File: src/rtl/conv_result_reader_if.sv
// Frame-in / byte-stream-out bundle between the 3x3 array, the result reader and its consumer.
// The reader itself connects through the slave modport.
interface conv_result_reader_if;
  logic       done_3_3;
  logic [7:0] result11;
  logic [7:0] result12;
  logic [7:0] result21;
  logic [7:0] result22;
  logic [7:0] out_data;
  logic       out_valid;
  logic       out_ready;
  logic [1:0] out_index;
  logic       out_last;

  modport master (
    output done_3_3, result11, result12, result21, result22, out_ready,
    input  out_data, out_valid, out_index, out_last
  );

  modport slave (
    input  done_3_3, result11, result12, result21, result22, out_ready,
    output out_data, out_valid, out_index, out_last
  );
endinterface

File: src/rtl/conv_result_reader.sv
// Buffers 2x2 convolution result frames in a small circular queue and streams
// them out byte by byte (r11, r12, r21, r22) over a valid/ready handshake.
module conv_result_reader #(
  parameter int unsigned DEPTH_FRAMES = 2,
  parameter bit          RELU_EN      = 1'b0
) (
  input  logic                 clk,
  input  logic                 rst,
  conv_result_reader_if.slave  bus,
  output logic                 busy,
  output logic                 overrun,
  input  logic                 clr_overrun
);

  localparam logic [0:0] IDLE   = 1'b0;
  localparam logic [0:0] STREAM = 1'b1;

  localparam logic [2:0] FULL      = 3'(DEPTH_FRAMES);
  localparam logic [1:0] LAST_SLOT = 2'(DEPTH_FRAMES - 1);

  logic [7:0] mem_q [4][4];

  logic [0:0] state_q, state_d;
  logic [2:0] count_q, count_d;
  logic [1:0] wr_ptr_q, wr_ptr_d;
  logic [1:0] rd_ptr_q, rd_ptr_d;
  logic [1:0] idx_q, idx_d;
  logic       ov_q, ov_d;

  logic       hs;
  logic       pop;
  logic       push;
  logic       drop;
  logic [7:0] head_byte;

  function automatic logic [1:0] next_ptr(input logic [1:0] p);
    return (p == LAST_SLOT) ? 2'd0 : p + 2'd1;
  endfunction

  always_comb begin
    hs   = (state_q == STREAM) && bus.out_ready;
    pop  = hs && (idx_q == 2'd3);
    // A frame arriving on the final-byte handshake reuses the slot being freed.
    push = bus.done_3_3 && ((count_q != FULL) || pop);
    drop = bus.done_3_3 && !push;

    count_d = count_q;
    case ({push, pop})
      2'b10:   count_d = count_q + 3'd1;
      2'b01:   count_d = count_q - 3'd1;
      default: count_d = count_q;
    endcase

    wr_ptr_d = push ? next_ptr(wr_ptr_q) : wr_ptr_q;
    rd_ptr_d = pop  ? next_ptr(rd_ptr_q) : rd_ptr_q;
    idx_d    = hs   ? idx_q + 2'd1       : idx_q;
    state_d  = (count_d != 3'd0) ? STREAM : IDLE;

    ov_d = ov_q;
    if (drop) begin
      ov_d = 1'b1;
    end else if (clr_overrun) begin
      ov_d = 1'b0;
    end
  end

  always_ff @(posedge clk or negedge rst) begin
    if (!rst) begin
      state_q  <= IDLE;
      count_q  <= '0;
      wr_ptr_q <= '0;
      rd_ptr_q <= '0;
      idx_q    <= '0;
      ov_q     <= 1'b0;
    end else begin
      state_q  <= state_d;
      count_q  <= count_d;
      wr_ptr_q <= wr_ptr_d;
      rd_ptr_q <= rd_ptr_d;
      idx_q    <= idx_d;
      ov_q     <= ov_d;
    end
  end

  // Payload storage needs no reset: it is only read while a written frame is held.
  always_ff @(posedge clk) begin
    if (push) begin
      mem_q[wr_ptr_q][0] <= bus.result11;
      mem_q[wr_ptr_q][1] <= bus.result12;
      mem_q[wr_ptr_q][2] <= bus.result21;
      mem_q[wr_ptr_q][3] <= bus.result22;
    end
  end

  always_comb begin
    head_byte     = mem_q[rd_ptr_q][idx_q];
    bus.out_valid = (state_q == STREAM);
    bus.out_index = idx_q;
    bus.out_last  = (state_q == STREAM) && (idx_q == 2'd3);
    bus.out_data  = '0;
    if (state_q == STREAM) begin
      bus.out_data = (RELU_EN && head_byte[7]) ? 8'd0 : head_byte;
    end
  end

  assign busy    = (count_q != 3'd0);
  assign overrun = ov_q;

endmodule
File: src/flat_wrapper.sv
// flat-port wrapper written by rule: the top's interface ports become plain ports
module conv_result_reader_flat 
#(
  parameter int unsigned DEPTH_FRAMES = 2,
  parameter bit          RELU_EN      = 1'b0
)
  (clk, rst, busy, overrun, clr_overrun, bus_done_3_3, bus_result11, bus_result12, bus_result21, bus_result22, bus_out_ready, bus_out_data, bus_out_valid, bus_out_index, bus_out_last);
  conv_result_reader_if bus_i ();
  input  logic clk;
  input  logic rst;
  output logic busy;
  output logic overrun;
  input  logic clr_overrun;
  input wire logic [$bits(bus_i.done_3_3)-1:0] bus_done_3_3;
  input wire logic [$bits(bus_i.result11)-1:0] bus_result11;
  input wire logic [$bits(bus_i.result12)-1:0] bus_result12;
  input wire logic [$bits(bus_i.result21)-1:0] bus_result21;
  input wire logic [$bits(bus_i.result22)-1:0] bus_result22;
  input wire logic [$bits(bus_i.out_ready)-1:0] bus_out_ready;
  output wire logic [$bits(bus_i.out_data)-1:0] bus_out_data;
  output wire logic [$bits(bus_i.out_valid)-1:0] bus_out_valid;
  output wire logic [$bits(bus_i.out_index)-1:0] bus_out_index;
  output wire logic [$bits(bus_i.out_last)-1:0] bus_out_last;
  assign bus_i.done_3_3 = bus_done_3_3;
  assign bus_i.result11 = bus_result11;
  assign bus_i.result12 = bus_result12;
  assign bus_i.result21 = bus_result21;
  assign bus_i.result22 = bus_result22;
  assign bus_i.out_ready = bus_out_ready;
  assign bus_out_data = bus_i.out_data;
  assign bus_out_valid = bus_i.out_valid;
  assign bus_out_index = bus_i.out_index;
  assign bus_out_last = bus_i.out_last;
  conv_result_reader #(.DEPTH_FRAMES(DEPTH_FRAMES), .RELU_EN(RELU_EN)) u_core (.clk(clk), .rst(rst), .bus(bus_i), .busy(busy), .overrun(overrun), .clr_overrun(clr_overrun));
endmodule
File: config.mk
export PLATFORM = sky130hd
export DESIGN_NAME = conv_result_reader_flat
export DESIGN_NICKNAME = d
export VERILOG_FILES = /design/src/rtl/conv_result_reader_if.sv /design/src/rtl/conv_result_reader.sv /design/src/flat_wrapper.sv
export SDC_FILE = /design/constraint.sdc
export NUM_CORES = 1
export LEC_CHECK = 0
export ABC_CLOCK_PERIOD_IN_PS = 4000
export BUFFER_PORTS_ARGS = -buffer_cell sky130_fd_sc_hd__buf_2
export CAP_MARGIN = 30
export CELL_PAD_IN_SITES_DETAIL_PLACEMENT = 1
export CELL_PAD_IN_SITES_GLOBAL_PLACEMENT = 1
export CORE_MARGIN = 2
export CORE_UTILIZATION = 45
export CTS_CLUSTER_DIAMETER = 200
export DETAILED_ROUTE_END_ITERATION = 7
export PLACE_DENSITY_LB_ADDON = 0.05
export SLEW_MARGIN = 30
export SYNTH_ARGS = -nofsm -noshare
export SYNTH_HDL_FRONTEND = slang
export SYNTH_SLANG_ARGS = --single-unit
File: constraint.sdc
create_clock -name clk -period 4 [get_ports clk]
set_input_delay 0.2 -clock clk [delete_from_list [all_inputs] [get_ports clk]]
set_output_delay 0.2 -clock clk [all_outputs]
set_load 0.01 [all_outputs]
==> results of run 1 <==
## metal layers
metal,vias up,share of wire [%],track usage [%]
li1,1330,-,-
met1,1480,43,24.02
met2,51,52,34.05
met3,15,3.1,5.294
met4,0,1.9,8.049
met5,-,0,0
## through the flow
stage	std cells	setup WS (ns)	hold WS [ns]
floorplan	282	0.3352	-0.09559
global placement	474	1.498	0.08842
detailed placement	474	1.380	0.09023
CTS	536	1.083	0.001527
global route	536	0.9885	0.006870
finish	536	1.164	0.01833
## worst register-to-register path, stage by stage, from the launching register on
cell and delay [ns]:
dfrtp_1 0.41, ha_1 0.22, nand3_1 0.14, nand3_1 0.16
nand2_1 0.22, ha_1 0.22, inv_1 0.06, fa_1 0.38
xor2_1 0.14, nor2_1 0.06, xor2_1 0.15, or3_1 0.32
## kinds of logic (layout without fill, tap and decap cells)
group	Yosys count	count (layout)
fa+ha+maj	3	3
compound gates	35	35
flops	139	139
xor+xnor	6	6
simple gates	27	27
buf+inv	22	129
mux	50	50
## timing repair
action                    in CTS  in global routing
setup buffers                  0                  0
hold endpoints to repair     121                  0
hold buffers                  30                  0
gates resized for setup        0                  0
## sequential cells by signal, summed over array words and instances (netlist names)
name	count
u_core.overrun	1
u_core.count_q	3
u_core.wr_ptr_q	2
u_core.rd_ptr_q	2
u_core.bus.out_index	2
u_core.mem_q	128
u_core.bus.out_valid	1
## worst max-delay path by stage
stage | to | from
after CTS | bus_out_data[3] | u_core.rd_ptr_q[0]
after detailed placement | u_core.bus.out_valid | u_core.bus.out_index[1]
after floorplan | u_core.mem_q[0][0] | u_core.bus.out_index[1]
after global routing | bus_out_data[3] | u_core.rd_ptr_q[0]
after global placement | u_core.bus.out_valid | u_core.bus.out_index[1]
final | bus_out_data[3] | u_core.rd_ptr_q[0]
## power breakdown
group          switching, W  internal, W
Clock              0.000574      0.00134
Sequential         0.000156      0.00183
Combinational      0.000767     0.000580
## final cells by class
cell class | count | area share [%]
clock buffers | 20 | 6.777
clock inverters | 12 | 3.834
inverters | 8 | 0.4360
multi-input cells | 121 | 17.48
flip-flops and latches | 139 | 59.83
well taps | 147 | 2.671
repair buffers | 89 | 8.975
## placed cells by master, fill, tap and decap left out, types with 3 or more instances in the layout
| cell | instances |
|---|---|
| edfxtp_1 | 128 |
| buf_2 | 50 |
| mux2i_1 | 33 |
| dlygate4sd3_1 | 30 |
| clkbuf_16 | 17 |
| mux4_2 | 11 |
| nand2_1 | 11 |
| dfrtp_1 | 10 |
| buf_4 | 9 |
| inv_1 | 8 |
| a221oi_1 | 8 |
| o21ai_1 | 8 |
| a22oi_1 | 8 |
| o211ai_1 | 8 |
| bufinv_16 | 8 |
| mux4_1 | 5 |
| xnor2_1 | 4 |
| nand3_1 | 3 |
| nor2_1 | 3 |
| and2_1 | 3 |
| clkinv_2 | 3 |
| clkbuf_8 | 3 |
==> flow_summary_export.csv, run 1 <==
group,metric,value,unit
worst_hold_path,holdPathStages,1,
worst_hold_path,hold_start,"bus_result11[1]",
synthesis,syn-num-nets,322,
placement,port_buffers,50,
synthesis,synthMuxAreaShare,13.18,%
sta,tightest_slew,0.7784,ns
synthesis,yosys-top-cells-area,"edfxtp_1, mux2i_1, dfrtp_1",
placement,dp_hpwl,6940,um
clock_network,cts_tree,"built",
die,dieArea,0.01305,mm2
synthesis,synth_common_cells,"edfxtp_1, mux2i_1, dfrtp_1, mux4_2, nand2_1",
sta,setup_viol,0,
placement,gp_congestion,0.6913,
synthesis,synth-seq-cells,139,
die,initial_core_util,45.72,%
routing,wl,11770,um
synthesis,ys.flop_type,"edfxtp_1",
worst_hold_path,hold_end,"u_core.mem_q[2][25]",
setup_path,rr_startpoint,"u_core.bus.out_index[1]",
clock_network,cts_buffers,17,
power_and_ir_drop,p_total,0.005249,W
synthesis,yosys_warnings,0,
placement,placed_area,0.005856,mm2
routing,antenna_left,0,
sta,fin_worst_skew,0.008689,ns
synthesis,synthDistinctLibCells,33,
synthesis,synth_top_family_by_area,"multiplexers",
setup_path,path_buf_inv,2,
synthesis,yosysSeqAreaShare,75.31,%
global_routing,grt_pass1_vias,3211,
worst_hold_path,hold_class,"in2reg",
layout,regArea,0.004120,mm2
layout,n_antenna_cell,0,
power_and_ir_drop,powerDensity,762.2,mW/mm2
sta,grt_setup_unrepaired,"false",
synthesis,synthCells,282,
clock_network,cts_buffer_depth,2,
layout,fin_area,0.006887,mm2
setup_path,max_stage_delay,0.87,ns
routing,routed_via_density,5.366,
layout,fin_nets,416,
clock_network,cts_root_buf,"clkbuf_16",
job,max_cap_viol_count,0,
setup_path,critPathLaunchType,"flip-flop",
layout,nFillCells,1044,
synthesis,netlist_area,0.005469,mm2
global_routing,grt_pass1_wl,18310,um
synthesis,post_synth_xor_area_fraction,0.9609,%
routing,vias,2876,
setup_path,crit_chain,"buf_4 -> mux4_2 -> o211ai_1 -> nand2_1 -> buf_2",
synthesis,postSynthAreaPerCell,19.39,um2
sta,period_minus_slack,2.836,ns
setup_path,endpoint_kind,"primary output",
clock_network,cts.clk_slew.worst_paths,0.06,ns
layout,area_growth_syn_to_layout,25.92,%
setup_path,cp_slowest_cell,"dfrtp_2",
clock_network,clkLatencyLatePin,0.42,ns
sta,fmax,0.3526,GHz
sta,setup_tns,0,ns
die,dieWidth,114.2,um
synthesis,yosysMostFrequentCell,"edfxtp_1",
synthesis,synthSimpleGateAreaFrac,2.242,%
synthesis,synth-async-reset-ratio,7.914,%
routing,firstDrtPassIters,4,
routing,drc,0,
setup_path,crit_required,3.80,ns
setup_path,path_depth,5,
clock_network,clock_sinks,139,
global_routing,antenna_found_initial,0,
die,io_pins,51,
setup_path,reg2reg_to,"u_core.bus.out_valid",
setup_path,crit_type,"reg2out",
synthesis,synth-adder-area-share,0.8236,%
routing,drt_iter0_drc,127,
global_routing,grt_max_degree,33,
clock_network,h-tree-depth,4,
die,core_area,0.01196,mm2
layout,fin_util,57.57,%
power_and_ir_drop,p_leak,2.540,nW
sta,fin_crit_sh,70.90,%
synthesis,synth-compound-area-share,4.530,%
global_routing,overflow,0,
setup_path,critPathMaxFanout,25,
synthesis,yosysTopAreaCell,"edfxtp_1",
routing,wl_per_cell,21.96,um
synthesis,synth-edff-count,128,
global_routing,grt_usage,19.88,%
setup_path,crit_arrival,2.64,ns
setup_path,r2r_slack,1.39,ns
setup_path,crit_family,"flip-flops",
layout,multi_input_area,0.001204,mm2
sta,hold_viol,0,
sta,slew-limit-headroom,48.11,%
die,die_y,114.2,um
synthesis,yosys.area.top_type_share,70.28,%
die,num_rows,40,
sta,drv_slew,0,
setup_path,reg2reg_depth,11,
layout,drive_gt1_share,27.76,%
power_and_ir_drop,ir_drop,0.3294,mV
run_status,status,"finished clean",
No activity file was read; power rests on OpenSTA's default activity.
==> run 2, diff against run 1 <==
Settings changed: ABC_CLOCK_PERIOD_IN_PS 4000 to 2790.
Clock period 4 ns to 2.79 ns, I/O delays scaled along.
==> run 2 against run 1 <==
  * Sequential power rose by 42%
  * Critical path depth is 6 higher
  * Sequential cell count is the same
  * First-iteration DRC count rose by 14%
  * Wire length fell by 2.4%
==> flow_summary_export.csv, run 2 (synthesis results as in run 1) <==
group,metric,value,unit
run_status,status,"finished clean",
die,core_area,0.01196,mm2
global_routing,grt_pass1_vias,3131,
global_routing,grt_usage,19.01,%
layout,fin_nets,424,
setup_path,rr_startpoint,"u_core.bus.out_index[1]",
power_and_ir_drop,switching_share,31.10,%
die,initial_core_util,45.72,%
worst_hold_path,hold_end,"u_core.bus.out_index[0]",
clock_network,clock_sinks,139,
placement,dp_slack,0.1782,ns
setup_path,critPathMaxFanout,5,
sta,hold_viol,0,
sta,drv_slew,0,
job,max_cap_viol_count,0,
clock_network,cts.clk_slew.worst_paths,0.05,ns
setup_path,r2r_slack,0.25,ns
routing,drt_iter0_drc,145,
sta,fin_worst_skew,0.006211,ns
setup_path,crit_arrival,2.82,ns
routing,wl_per_cell,21.11,um
sta,setup_viol,0,
die,num_rows,40,
routing,drc,0,
die,io_pins,51,
placement,gp_congestion,0.6882,
global_routing,grt_max_degree,33,
clock_network,cts_buffers,17,
setup_path,reg2reg_to,"u_core.bus.out_valid",
layout,drive_gt1_share,26.45,%
layout,largest_register_ffs,128,
power_and_ir_drop,clockPowerShare,29.1,%
die,die_y,114.2,um
setup_path,crit_required,3.07,ns
setup_path,endpoint_kind,"flip-flop",
power_and_ir_drop,powerDensity,1010,mW/mm2
clock_network,cts_buffer_depth,2,
layout,final_cell_mix,"edfxtp_1, buf_2, dlygate4sd3_1",
sta,fin_crit_sh,90.94,%
worst_hold_path,hold_start,"bus_out_ready",
layout,fin_util,56.60,%
power_and_ir_drop,p_sw,0.002126,W
global_routing,overflow,0,
power_and_ir_drop,p_leak,2.479,nW
setup_path,crit_type,"reg2reg",
sta,tightest_slew,0.5964,ns
layout,n_antenna_cell,0,
placement,placed_area,0.005883,mm2
routing,antenna_left,0,
worst_hold_path,hold_class,"in2reg",
clock_network,cts_tree,"built",
routing,routed_via_density,5.289,
clock_network,h-tree-depth,4,
clock_network,cts_root_buf,"clkbuf_16",
routing,wl,11480,um
clock_network,clkLatencyLatePin,0.41,ns
sta,period_minus_slack,2.537,ns
global_routing,antenna_found_initial,0,
layout,mostFrequentLayoutCell,"edfxtp_1",
die,dieWidth,114.2,um
sta,slew-limit-headroom,60.24,%
placement,dp_hpwl,6706,um
power_and_ir_drop,combPwrFrac,29.7,%
power_and_ir_drop,internal_power,0.004710,W
layout,fin_area,0.006770,mm2
routing,vias,2877,
sta,setup_slack,0.2528,ns
setup_path,critPathLaunchType,"flip-flop",
sta,holdWs,0.05338,ns
global_routing,grt_pass1_wl,17440,um
power_and_ir_drop,ir_drop,0.6385,mV
placement,port_buffers,50,
layout,top_regs,"u_core.mem_q x128, u_core.count_q x3",
routing,firstDrtPassIters,4,
power_and_ir_drop,seq_power_share,41.2,%
layout,area_growth_syn_to_layout,23.79,%
setup_path,reg2reg_depth,11,
sta,grt_setup_unrepaired,"false",
worst_hold_path,holdPathStages,3,
power_and_ir_drop,p_total,0.006837,W
layout,regMostFlops,"u_core.mem_q",
sta,fmax,0.3941,GHz
die,dieArea,0.01305,mm2
==> run 2: changes by cell type in the layout (fill, tap and decap cells not counted), sizes merged <==
cell,previous run,this run
bufinv,8,1
dlygate4sd3,30,36
clkinv,4,9
clkbuf,20,21
buf,59,61
clkinvlp,0,1
==> run 2: worst max-delay path: stages (launching register included) <==
cell and delay, ns:
dfrtp_1 0.41, ha_1 0.22, nand3_1 0.19, nand3_2 0.15
nand2_2 0.15, ha_1 0.19, inv_1 0.06, fa_1 0.37
xor2_1 0.14, nor2_1 0.06, xor2_1 0.16, or3_1 0.31
==> run 2: routing by layer <==
layer | share of wire [%] | track usage (%) | wire length (um) | vias up
met2 | 51 | 31.98 | 5888 | 48
met4 | 1.7 | 7.967 | 200 | 0
met3 | 2.8 | 4.606 | 322 | 15
met1 | 44 | 23.67 | 5071 | 1473
met5 | 0 | 0 | 0 | -
li1 | - | - | - | 1341
==> run 2: metrics by stage <==
stage                     instances  TNS (ns)
after floorplan                 282    -55.99
after global placement          476         0
after detailed placement        476         0
after CTS                       544         0
after global routing            544         0
final                           544         0
==> run 2: layout make-up <==
cell class              instances  area, um2
clock buffers                  21      440.4
well taps                     147      183.9
flip-flops and latches        139       4120
fillers                      1091       5191
multi-input cells             121       1211
clock inverters                11      78.83
inverters                       8      30.03
repair buffers                 97      705.7
==> run 2: how the worst max path moves through the flow <==
stage	slack, ns	start	end
finish	0.25	u_core.bus.out_index[1]	u_core.bus.out_valid
global route	0.06	u_core.bus.out_index[1]	u_core.bus.out_valid
CTS	0.12	u_core.bus.out_index[1]	u_core.bus.out_valid
detailed placement	0.18	u_core.bus.out_index[1]	u_core.bus.out_valid
global placement	0.28	u_core.bus.out_index[1]	u_core.bus.out_valid
floorplan	-0.87	u_core.bus.out_index[1]	u_core.mem_q[0][0]
==> run 2: power groups by stage <==
stage	Combinational (W)	Sequential [W]	Clock, W
after detailed placement	0.00202	0.00286	0
after global placement	0.00199	0.00284	0
after global routing	0.00222	0.00285	0.00211
after CTS	0.00207	0.00282	0.00203
final	0.00203	0.00282	0.00199
after floorplan	0.00146	0.00277	0
==> run 2: repair_timing <==
item	in CTS	in global routing
endpoints found under the hold margin	141	0
buffers inserted	0	0
hold buffers	36	0
setup endpoints to repair	0	1
gates resized for setup	0	2
==> run 3, diff against run 2 <==
Settings changed: ABC_CLOCK_PERIOD_IN_PS 2790 to 3200.
Clock period 2.79 ns to 3.2 ns, I/O delays scaled along.
==> run 3 against run 2 <==
  * Sequential cell count unchanged
  * Sequential power decreased by 13%
  * Setup slack improved by 0.33 ns
  * Sequential share of layout area decreased by 0.13 points
  * Largest cell class unchanged
  * Clock skew decreased by 0.0018 ns
  * Highest routed layer unchanged
  * Cell count unchanged
  * Register-to-register slack improved by 0.33 ns
  * Maximum frequency decreased by 3.1%
  * Critical path depth unchanged
  * Hold slack improved by 0.0097 ns
  * Global-route usage increased by 0.060 points
==> flow_summary_export.csv, run 3 (synthesis results as in run 1) <==
group,metric,value,unit
global_routing,grt_usage,19.07,%
worst_hold_path,hold_class,"in2reg",
power_and_ir_drop,p_total,0.006004,W
die,die_y,114.2,um
clock_network,cts_tree,"built",
routing,routed_via_density,5.305,
routing,wl_per_cell,20.64,um
setup_path,path_buf_inv,1,
sta,fmax,0.3819,GHz
setup_path,cp_slowest_cell,"dfrtp_1",
setup_path,critPathLaunchType,"flip-flop",
clock_network,cts_root_buf,"clkbuf_16",
layout,regMostFlops,"u_core.mem_q",
power_and_ir_drop,clockPowerShare,30.1,%
die,dieWidth,114.2,um
setup_path,r2r_slack,0.58,ns
clock_network,h-tree-depth,4,
global_routing,grt_pass1_wl,17740,um
power_and_ir_drop,p_sw,0.001830,W
clock_network,holdBufCountCts,36,
clock_network,cts_buffers,17,
layout,fin_util,56.73,%
power_and_ir_drop,seq_power_share,40.6,%
clock_network,cts_resized,0,
setup_path,max_stage_delay,0.41,ns
placement,dp_hpwl,6757,um
setup_path,crit_chain,"ha_1 -> nand3_1 -> nand3_1 -> nand2_1 -> ha_1 -> inv_1 -> fa_1 -> xor2_1 -> nor2_1 -> xor2_1 -> or3_1",
clock_network,postCtsSetupRepairBufs,0,
global_routing,antenna_found_initial,0,
run_status,status,"finished clean",
routing,firstDrtPassIters,4,
setup_path,crit_family,"simple AND/OR/NAND/NOR gates",
layout,n_antenna_cell,0,
sta,fin_crit_sh,81.82,%
sta,drv_slew,0,
layout,largest_register_ffs,128,
layout,final_cell_mix,"edfxtp_1, buf_2, dlygate4sd3_1",
setup_path,crit_arrival,2.91,ns
setup_path,crit_type,"reg2reg",
clock_network,cts_buffer_depth,2,
power_and_ir_drop,ir_drop,0.4502,mV
layout,nFillCells,1078,
die,core_area,0.01196,mm2
power_and_ir_drop,powerDensity,884.8,mW/mm2
die,initial_core_util,45.72,%
setup_path,endpoint_kind,"flip-flop",
clock_network,clkLatencyLatePin,0.42,ns
layout,top_regs,"u_core.mem_q x128, u_core.count_q x3",
global_routing,grt_max_degree,33,
layout,area_growth_syn_to_layout,24.07,%
layout,mostFrequentLayoutCell,"edfxtp_1",
placement,gp_congestion,0.6721,
layout,drive_gt1_share,25.94,%
power_and_ir_drop,combPwrFrac,29.2,%
global_routing,overflow,0,
routing,wl,11230,um
routing,vias,2886,
sta,grt_setup_unrepaired,"false",
power_and_ir_drop,switching_share,30.48,%
routing,antenna_left,0,
routing,drt_iter0_drc,151,
die,io_pins,51,
power_and_ir_drop,internal_power,0.004173,W
setup_path,critPathMaxFanout,5,
sta,tightest_slew,0.7649,ns
sta,setup_viol,0,
placement,port_buffers,50,
die,dieArea,0.01305,mm2
clock_network,clock_sinks,139,
global_routing,grt_pass1_vias,3197,
job,max_cap_viol_count,0,
sta,hold_viol,0,
sta,period_minus_slack,2.618,ns
layout,fin_nets,424,
sta,fin_worst_skew,0.004447,ns
routing,drc,0,
power_and_ir_drop,p_leak,2.493,nW
setup_path,crit_required,3.49,ns
clock_network,cts.clk_slew.worst_paths,0.05,ns
sta,slew-limit-headroom,48.82,%
die,num_rows,40,
==> run 3: metrics by stage <==
step / hold WS (ns) / std cells / setup TNS (ns) / setup WS, ns / cell area [um2]
3_5_place_dp: 0.04839 / 476 / 0 / 0.5598 / 5883
4_1_cts: 0.04674 / 544 / 0 / 0.5538 / 6785
3_3_place_gp: 0.04568 / 476 / 0 / 0.6711 / 5883
2_1_floorplan: -0.1356 / 282 / -29.75 / -0.4648 / 5469
6_report: 0.06311 / 544 / 0 / 0.5818 / 6785
5_1_grt: 0.07433 / 544 / 0 / 0.3624 / 6785
==> run 3: power by group through the flow <==
stage	clock network (W)	registers (W)	logic (W)
after floorplan	0	0.00241	0.00127
after global placement	0	0.00246	0.00173
after detailed placement	0	0.00248	0.00175
after CTS	0.00185	0.00244	0.00180
after global routing	0.00191	0.00247	0.00193
final	0.00181	0.00244	0.00176
==> run 3: final timing paths <==
| kind | from | endpoint | cells past startpoint |
|---|---|---|---|
| worst min-delay path | bus_out_ready | u_core.bus.out_index[0] | 3 |
| worst max register to register | u_core.bus.out_index[1] | u_core.bus.out_valid | 11 |
| min in group asynchronous | rst | u_core.wr_ptr_q[0] | 2 |
| max in group asynchronous | rst | u_core.rd_ptr_q[0] | 2 |
| worst max-delay path | u_core.bus.out_index[1] | u_core.bus.out_valid | 11 |
| worst min register to register | u_core.count_q[2] | u_core.count_q[2] | 1 |
==> run 3: layout make-up <==
type                            count  area [um2]  area share [%]
Clock buffer                       20       436.7           6.436
Multi-Input combinational cell    121        1204           17.74
Clock inverter                     12       105.1           1.549
Timing Repair Buffer               97       705.7           10.40
Sequential cell                   139        4120           60.72
Inverter                            8       30.03          0.4426
Tap cell                          147       183.9           2.711
==> run 3: worst register-to-register path, stage by stage, from the launching register on <==
cell	delay, ns
dfrtp_1	0.41
ha_1	0.21
nand3_1	0.16
nand3_1	0.18
nand2_1	0.21
ha_1	0.21
inv_1	0.07
fa_1	0.37
xor2_1	0.15
nor2_1	0.12
xor2_1	0.10
or3_1	0.31
==> run 3: metal layers <==
layer	vias up	wire length [um]	global-route usage (%)
li1	1345	-	-
met1	1474	4837	23.86
met2	51	5760	31.59
met3	16	403	4.923
met4	0	225	8.293
met5	-	0	0
